`src/rtl/expansor_vizinhos.sv`:
```
// expansor_vizinhos: walks the neighbour list of the node being expanded,
// computes each candidate cost (node cost + edge weight) and hands every
// candidate to the active-node evaluator over a valid/ready handshake.
// Optional feature: define EXPANSOR_SATURACAO_EN to saturate candidate costs
// at all ones and raise the sticky saturou_out flag; otherwise costs wrap.
module expansor_vizinhos #(
  parameter int unsigned ADDR_WIDTH   = 8,
  parameter int unsigned COST_WIDTH   = 10,
  parameter int unsigned MAX_VIZINHOS = 8,
  parameter int unsigned IDX_WIDTH    = $clog2(MAX_VIZINHOS)
) (
  input  logic                            clk,
  input  logic                            rst,
  input  logic                            expandir_in,
  input  logic [ADDR_WIDTH-1:0]           no_atual_in,
  input  logic [COST_WIDTH-1:0]           custo_atual_in,
  output logic                            mem_rd_out,
  output logic [ADDR_WIDTH+IDX_WIDTH-1:0] mem_addr_out,
  input  logic                            mem_valido_in,
  input  logic [ADDR_WIDTH-1:0]           mem_vizinho_in,
  input  logic [COST_WIDTH-1:0]           mem_peso_in,
  output logic                            atualizar_out,
  output logic [ADDR_WIDTH-1:0]           atualizar_addr_out,
  output logic [COST_WIDTH-1:0]           atualizar_custo_out,
  output logic [ADDR_WIDTH-1:0]           atualizar_pai_out,
  input  logic                            aa_pronto_in,
  output logic                            ocupado_out,
  output logic                            lvv_pronto_out,
  output logic                            saturou_out
);

  typedef enum logic [2:0] {StIdle, StLer, StDado, StEnviar, StPronto} state_e;

  localparam logic [IDX_WIDTH-1:0] IdxLast = IDX_WIDTH'(MAX_VIZINHOS - 1);

  state_e                state_q;
  logic [IDX_WIDTH-1:0]  idx_q;
  logic [IDX_WIDTH-1:0]  idx_nxt;
  logic [ADDR_WIDTH-1:0] no_q;
  logic [COST_WIDTH-1:0] custo_q;
  logic [COST_WIDTH-1:0] soma;

  assign idx_nxt = idx_q + 1'b1;

`ifdef EXPANSOR_SATURACAO_EN
  logic [COST_WIDTH:0] soma_ext;
  logic                carry;
  logic                saturou_q;

  // Candidate cost with one extra bit; a carry clamps the result to all ones
  always_comb begin
    soma_ext = {1'b0, custo_q} + {1'b0, mem_peso_in};
    carry    = soma_ext[COST_WIDTH];
    soma     = carry ? {COST_WIDTH{1'b1}} : soma_ext[COST_WIDTH-1:0];
  end

  // Sticky saturation flag: cleared by an accepted start, set by a saturated candidate
  always_ff @(posedge clk or posedge rst) begin
    if (rst) begin
      saturou_q <= 1'b0;
    end else if (state_q == StIdle && expandir_in) begin
      saturou_q <= 1'b0;
    end else if (state_q == StDado && mem_valido_in && carry) begin
      saturou_q <= 1'b1;
    end
  end

  assign saturou_out = saturou_q;
`else
  // Candidate cost wraps modulo 2^COST_WIDTH
  always_comb begin
    soma = custo_q + mem_peso_in;
  end

  assign saturou_out = 1'b0;
`endif

  // Sequencer FSM; every output is registered and set on entry to its state
  always_ff @(posedge clk or posedge rst) begin
    if (rst) begin
      state_q             <= StIdle;
      idx_q               <= '0;
      no_q                <= '0;
      custo_q             <= '0;
      mem_rd_out          <= 1'b0;
      mem_addr_out        <= '0;
      atualizar_out       <= 1'b0;
      atualizar_addr_out  <= '0;
      atualizar_custo_out <= '0;
      atualizar_pai_out   <= '0;
      ocupado_out         <= 1'b0;
      lvv_pronto_out      <= 1'b0;
    end else begin
      unique case (state_q)
        StIdle: begin
          if (expandir_in) begin
            no_q         <= no_atual_in;
            custo_q      <= custo_atual_in;
            idx_q        <= '0;
            ocupado_out  <= 1'b1;
            mem_rd_out   <= 1'b1;
            mem_addr_out <= {no_atual_in, {IDX_WIDTH{1'b0}}};
            state_q      <= StLer;
          end
        end
        StLer: begin
          mem_rd_out <= 1'b0;
          state_q    <= StDado;
        end
        StDado: begin
          if (!mem_valido_in) begin
            // Lists are packed: the first empty slot ends the walk
            lvv_pronto_out <= 1'b1;
            state_q        <= StPronto;
          end else begin
            atualizar_out       <= 1'b1;
            atualizar_addr_out  <= mem_vizinho_in;
            atualizar_custo_out <= soma;
            atualizar_pai_out   <= no_q;
            state_q             <= StEnviar;
          end
        end
        StEnviar: begin
          if (aa_pronto_in) begin
            atualizar_out <= 1'b0;
            if (idx_q == IdxLast) begin
              // Last slot never wraps the index; it always ends the walk
              lvv_pronto_out <= 1'b1;
              state_q        <= StPronto;
            end else begin
              idx_q        <= idx_nxt;
              mem_rd_out   <= 1'b1;
              mem_addr_out <= {no_q, idx_nxt};
              state_q      <= StLer;
            end
          end
        end
        StPronto: begin
          lvv_pronto_out <= 1'b0;
          ocupado_out    <= 1'b0;
          state_q        <= StIdle;
        end
        default: begin
          state_q <= StIdle;
        end
      endcase
    end
  end

endmodule

```
`config.mk`:
```
export PLATFORM = sky130hd
export DESIGN_NAME = expansor_vizinhos
export DESIGN_NICKNAME = d
export VERILOG_FILES = /design/src/rtl/expansor_vizinhos.sv
export SDC_FILE = /design/constraint.sdc
export NUM_CORES = 1
export LEC_CHECK = 0
export ABC_AREA = 1
export CORE_ASPECT_RATIO = 0.75
export CORE_MARGIN = 8
export CORE_UTILIZATION = 30
export CTS_CLUSTER_DIAMETER = 40
export CTS_CLUSTER_SIZE = 16
export DETAILED_ROUTE_END_ITERATION = 10
export MAX_ROUTING_LAYER = met4
export SLEW_MARGIN = 10
export SYNTH_ARGS = -nofsm -noshare
export SYNTH_HDL_FRONTEND = slang
export SYNTH_SLANG_ARGS = --single-unit
```
`constraint.sdc`:
```
create_clock -name clk -period 2.3 [get_ports clk]
set_clock_uncertainty 0.05 [all_clocks]
set_input_delay 0.23 -clock clk [delete_from_list [all_inputs] [get_ports clk]]
set_output_delay 0.23 -clock clk [all_outputs]
set_load 0.01 [all_outputs]
```
==> impl_metrics.csv <==
group,metric,value,unit
clock_tree,cts_setup_buffers,0,
floorplanning,start_util,30.70,%
sta,fmax,0.5094,GHz
cells_and_area,diodes,0,
cells_and_area,final_cell_mix,"120 x nand2_1, 81 x clkdlybuf4s50_1, 62 x dfrtp_1, 26 x inv_1, 23 x nor2_1",
floorplanning,die_h,101.9,um
worst_setup_path,crit_buf_inv,2,
floorplanning,core,9619,um^2
sta,timing.final.crit_share,85.36,%
route,ant_nets,0,
yosys,yosysUniqueCellTypes,30,
floorplanning,core.rowCount,31,
yosys,synth_area_leader_cell,"dfrtp_1",
route,first_pass_iters,4,
worst_setup_path,cp_num_cells,10,
clock_tree,clk_latency,320,ps
route,viasPerCell,4.462,
pwr,leakage,0.002038,uW
clock_tree,clockRootBuffer,"clkbuf_16",
worst_setup_path,critPathKind,"in2reg",
pwr,ir_worst_vdd,0.0006001,V
worst_setup_path,crit_chain,"clkdlybuf4s50_1 > ha_1 > inv_1 > fa_1 > o21ai_0 > nand2_1 > nand2_1 > nand2_1 > nand3_1 > nand2_1",
yosys,syn_area,2953,um^2
route,drc_errors,0,
yosys,seq_area_frac_synth,52.54,%
clock_tree,cts_sinks,62,
placement,numPortBuffers,81,
worst_setup_path,r2r_start,"custo_q[0]",
yosys,synthCells,337,
grt,grt_first_pass_wirelength,12590,um
worst_setup_path,r2r_cells,9,
worst_setup_path,arrival,2120,ps
pwr,sw_frac_of_total,36.26,%
route,routed_wl,7667,um
pwr,seqPwrFrac,31.6,%
placement,dp_hpwl,5686,um
pwr,p_comb_share,43.9,%
floorplanning,die_w,130.6,um
worst_setup_path,r2r_setup_slack,380,ps
yosys,yosys_warnings,0,
cells_and_area,multi_input_area,1211,um^2
cells_and_area,fin_nets,477,
worst_setup_path,critPathCaptureType,"flop",
grt,grt_pass1_vias,2609,
route,routedWlPerCell,13.67,um
yosys,synth_area_leaders,"dfrtp_1 53%, nand2_1 15%, ha_1 4.7%",
grt,grt_max_degree,40,
worst_setup_path,cp.required,2460,ps
floorplanning,die-area,13310,um^2
pwr,power_density,1414,nW/um^2
yosys,synth-seq-cells,62,
floorplanning,io_pins,83,
flow_run,maxCapViolations,0,
grt,grt_antenna_before_repair,0,
sta,maxSlewViolCount,0,
pwr,power.share.clock,24.6,%
clock_tree,clk_pin_slew,60,ps
clock_tree,numCtsBuffers,9,
clock_tree,ctsResizeCount,0,
worst_setup_path,cp-endpoint,"atualizar_custo_out[8]",
cells_and_area,layout_commonest_cell,"nand2_1",
yosys,synth_fp_nets,390,
grt,grt_use_total,12.45,%
sta,hold_viol,0,
hold_path,hold_path.class,"in2async",
yosys,synth_top_area_share,52.54,%
worst_setup_path,path_delay_family,"adder cells",
cells_and_area,syn_to_final_growth,42.92,%
sta,setup_viol,0,
clock_tree,cts_hold_buf,0,
pwr,switchingPower,2164,uW
worst_setup_path,cpMostUsedCell,"nand2_1",
route,first_iter_violations,149,
clock_tree,h-tree-depth,3,
cells_and_area,nFillCells,995,
worst_setup_path,worstPathMaxFanout,3,
sta,finalCriticalPeriod,1963,ps
worst_setup_path,critPathLaunchType,"input pin",
sta,rsz0062_at_grt,"no",
clock_tree,cts_tree,"built",
placement,gpl.final_weighted_congestion,0.8008,
worst_setup_path,crit_path_start,"mem_peso_in[0]",
yosys,avgSynthCellArea,8.762,um^2
cells_and_area,drive_gt1_share,9.790,%
pwr,finalPower,5969,uW
pwr,internal-power,3804,uW
route,vias,2503,
worst_setup_path,r2r_end,"atualizar_custo_out[8]",
sta,finalSetupTns,0,ps
clock_tree,clock_path_buffers,2,
outcome,status,"completed",
cells_and_area,seq_area,1551,um^2
worst_setup_path,max_stage_delay,470,ps
sta,worstMarginPinSlew,545.8,ps
grt,grt-ovfl-total,0,
sta,slew-limit-headroom,63.57,%
worst_setup_path,critPathSlowestCell,"clkdlybuf4s50_1",
-- sequential cells by signal, summed over array words and instances, names as in the netlist --
name and cells:
mem_addr_out 11, atualizar_addr_out 8, mem_rd_out 1, no_q 8, atualizar_custo_out 10, ocupado_out 1
state_q 3, atualizar_out 1, atualizar_pai_out 8, lvv_pronto_out 1, custo_q 10
-- logic make-up (layout without fill, tap and decap cells) --
family / count (synthesis) / after routing / share of synthesized area, %
AND/OR/NAND/NOR: 166 / 166 / 22.92
multiplexers: 9 / 9 / 3.432
flip-flops: 62 / 62 / 52.54
adder cells (fa/ha/maj): 12 / 12 / 5.339
XOR/XNOR: 3 / 3 / 0.8900
buffers and inverters: 41 / 133 / 6.440
other: 1 / 1 / 0.1270
AO/OA/AOI/OAI: 43 / 43 / 8.305
-- synthesized netlist by cell type (all sizes together) --
library cell    n
nand3          13
fa              1
o21a            1
o211ai          8
nand2         122
ha             11
nand4           1
xnor2           2
a21oi          15
nor3            1
o21ai          19
clkbuf          1
inv            30
nor2           26
dfrtp          62
xor2            1
nand3b          3
conb            1
buf            10
mux2            9
-- worst min-delay path by stage --
stage	start	end	slack, ps	cells past startpoint
6_report	rst	atualizar_addr_out[6]	260	3
5_1_grt	rst	atualizar_addr_out[6]	310	3
4_1_cts	rst	atualizar_addr_out[6]	270	3
3_5_place_dp	atualizar_addr_out[2]	atualizar_addr_out[2]	420	2
3_3_place_gp	atualizar_addr_out[3]	atualizar_addr_out[3]	410	2
2_1_floorplan	mem_vizinho_in[0]	atualizar_addr_out[0]	290	2
-- stage by stage --
stage	std cells	instance area, um^2	worst slack (ps)	utilization [%]	hold slack (ps)
finish	561	4220	336.8	43.87	263.8
global route	561	4220	226.0	43.87	310.4
CTS	561	4220	363.9	43.87	270.7
detailed placement	545	3896	2.695	40.50	418.4
global placement	545	3896	64.66	40.50	411.0
floorplan	337	2953	478.6	-	289.6
-- worst register-to-register path: stages, from the launching register on --
cell and delay (ps):
dfrtp_1 340, ha_1 190, inv_1 70, fa_1 420, o21ai_0 320, nand2_1 140, nand2_1 100, nand2_1 50
nand3_1 70, nand2_1 60
-- per-layer routing --
layer | global-route usage, % | share of wire, %
met1 | 15.74 | 48
met2 | 18.41 | 44
met3 | 4.119 | 7.0
met4 | 4.046 | 0.90
met5 | - | 0
-- layout make-up --
cell class	count	share of cell area [%]
inverters	30	2.668
multi-input cells	234	28.70
flip-flops and latches	62	36.76
clock inverters	7	2.342
clock buffers	9	5.336
well taps	132	3.913
repair buffers	87	20.28
-- power by group through the flow --
| stage | clock network, uW | logic (uW) | registers, uW |
|---|---|---|---|
| after detailed placement | 0 | 2650 | 1900 |
| after global placement | 0 | 2600 | 1880 |
| after global routing | 1550 | 2960 | 1950 |
| after floorplan | 0 | 1430 | 2000 |
| final | 1470 | 2620 | 1880 |
| after CTS | 1500 | 2670 | 1890 |
Note: power is estimated with default switching activity, not from simulation.
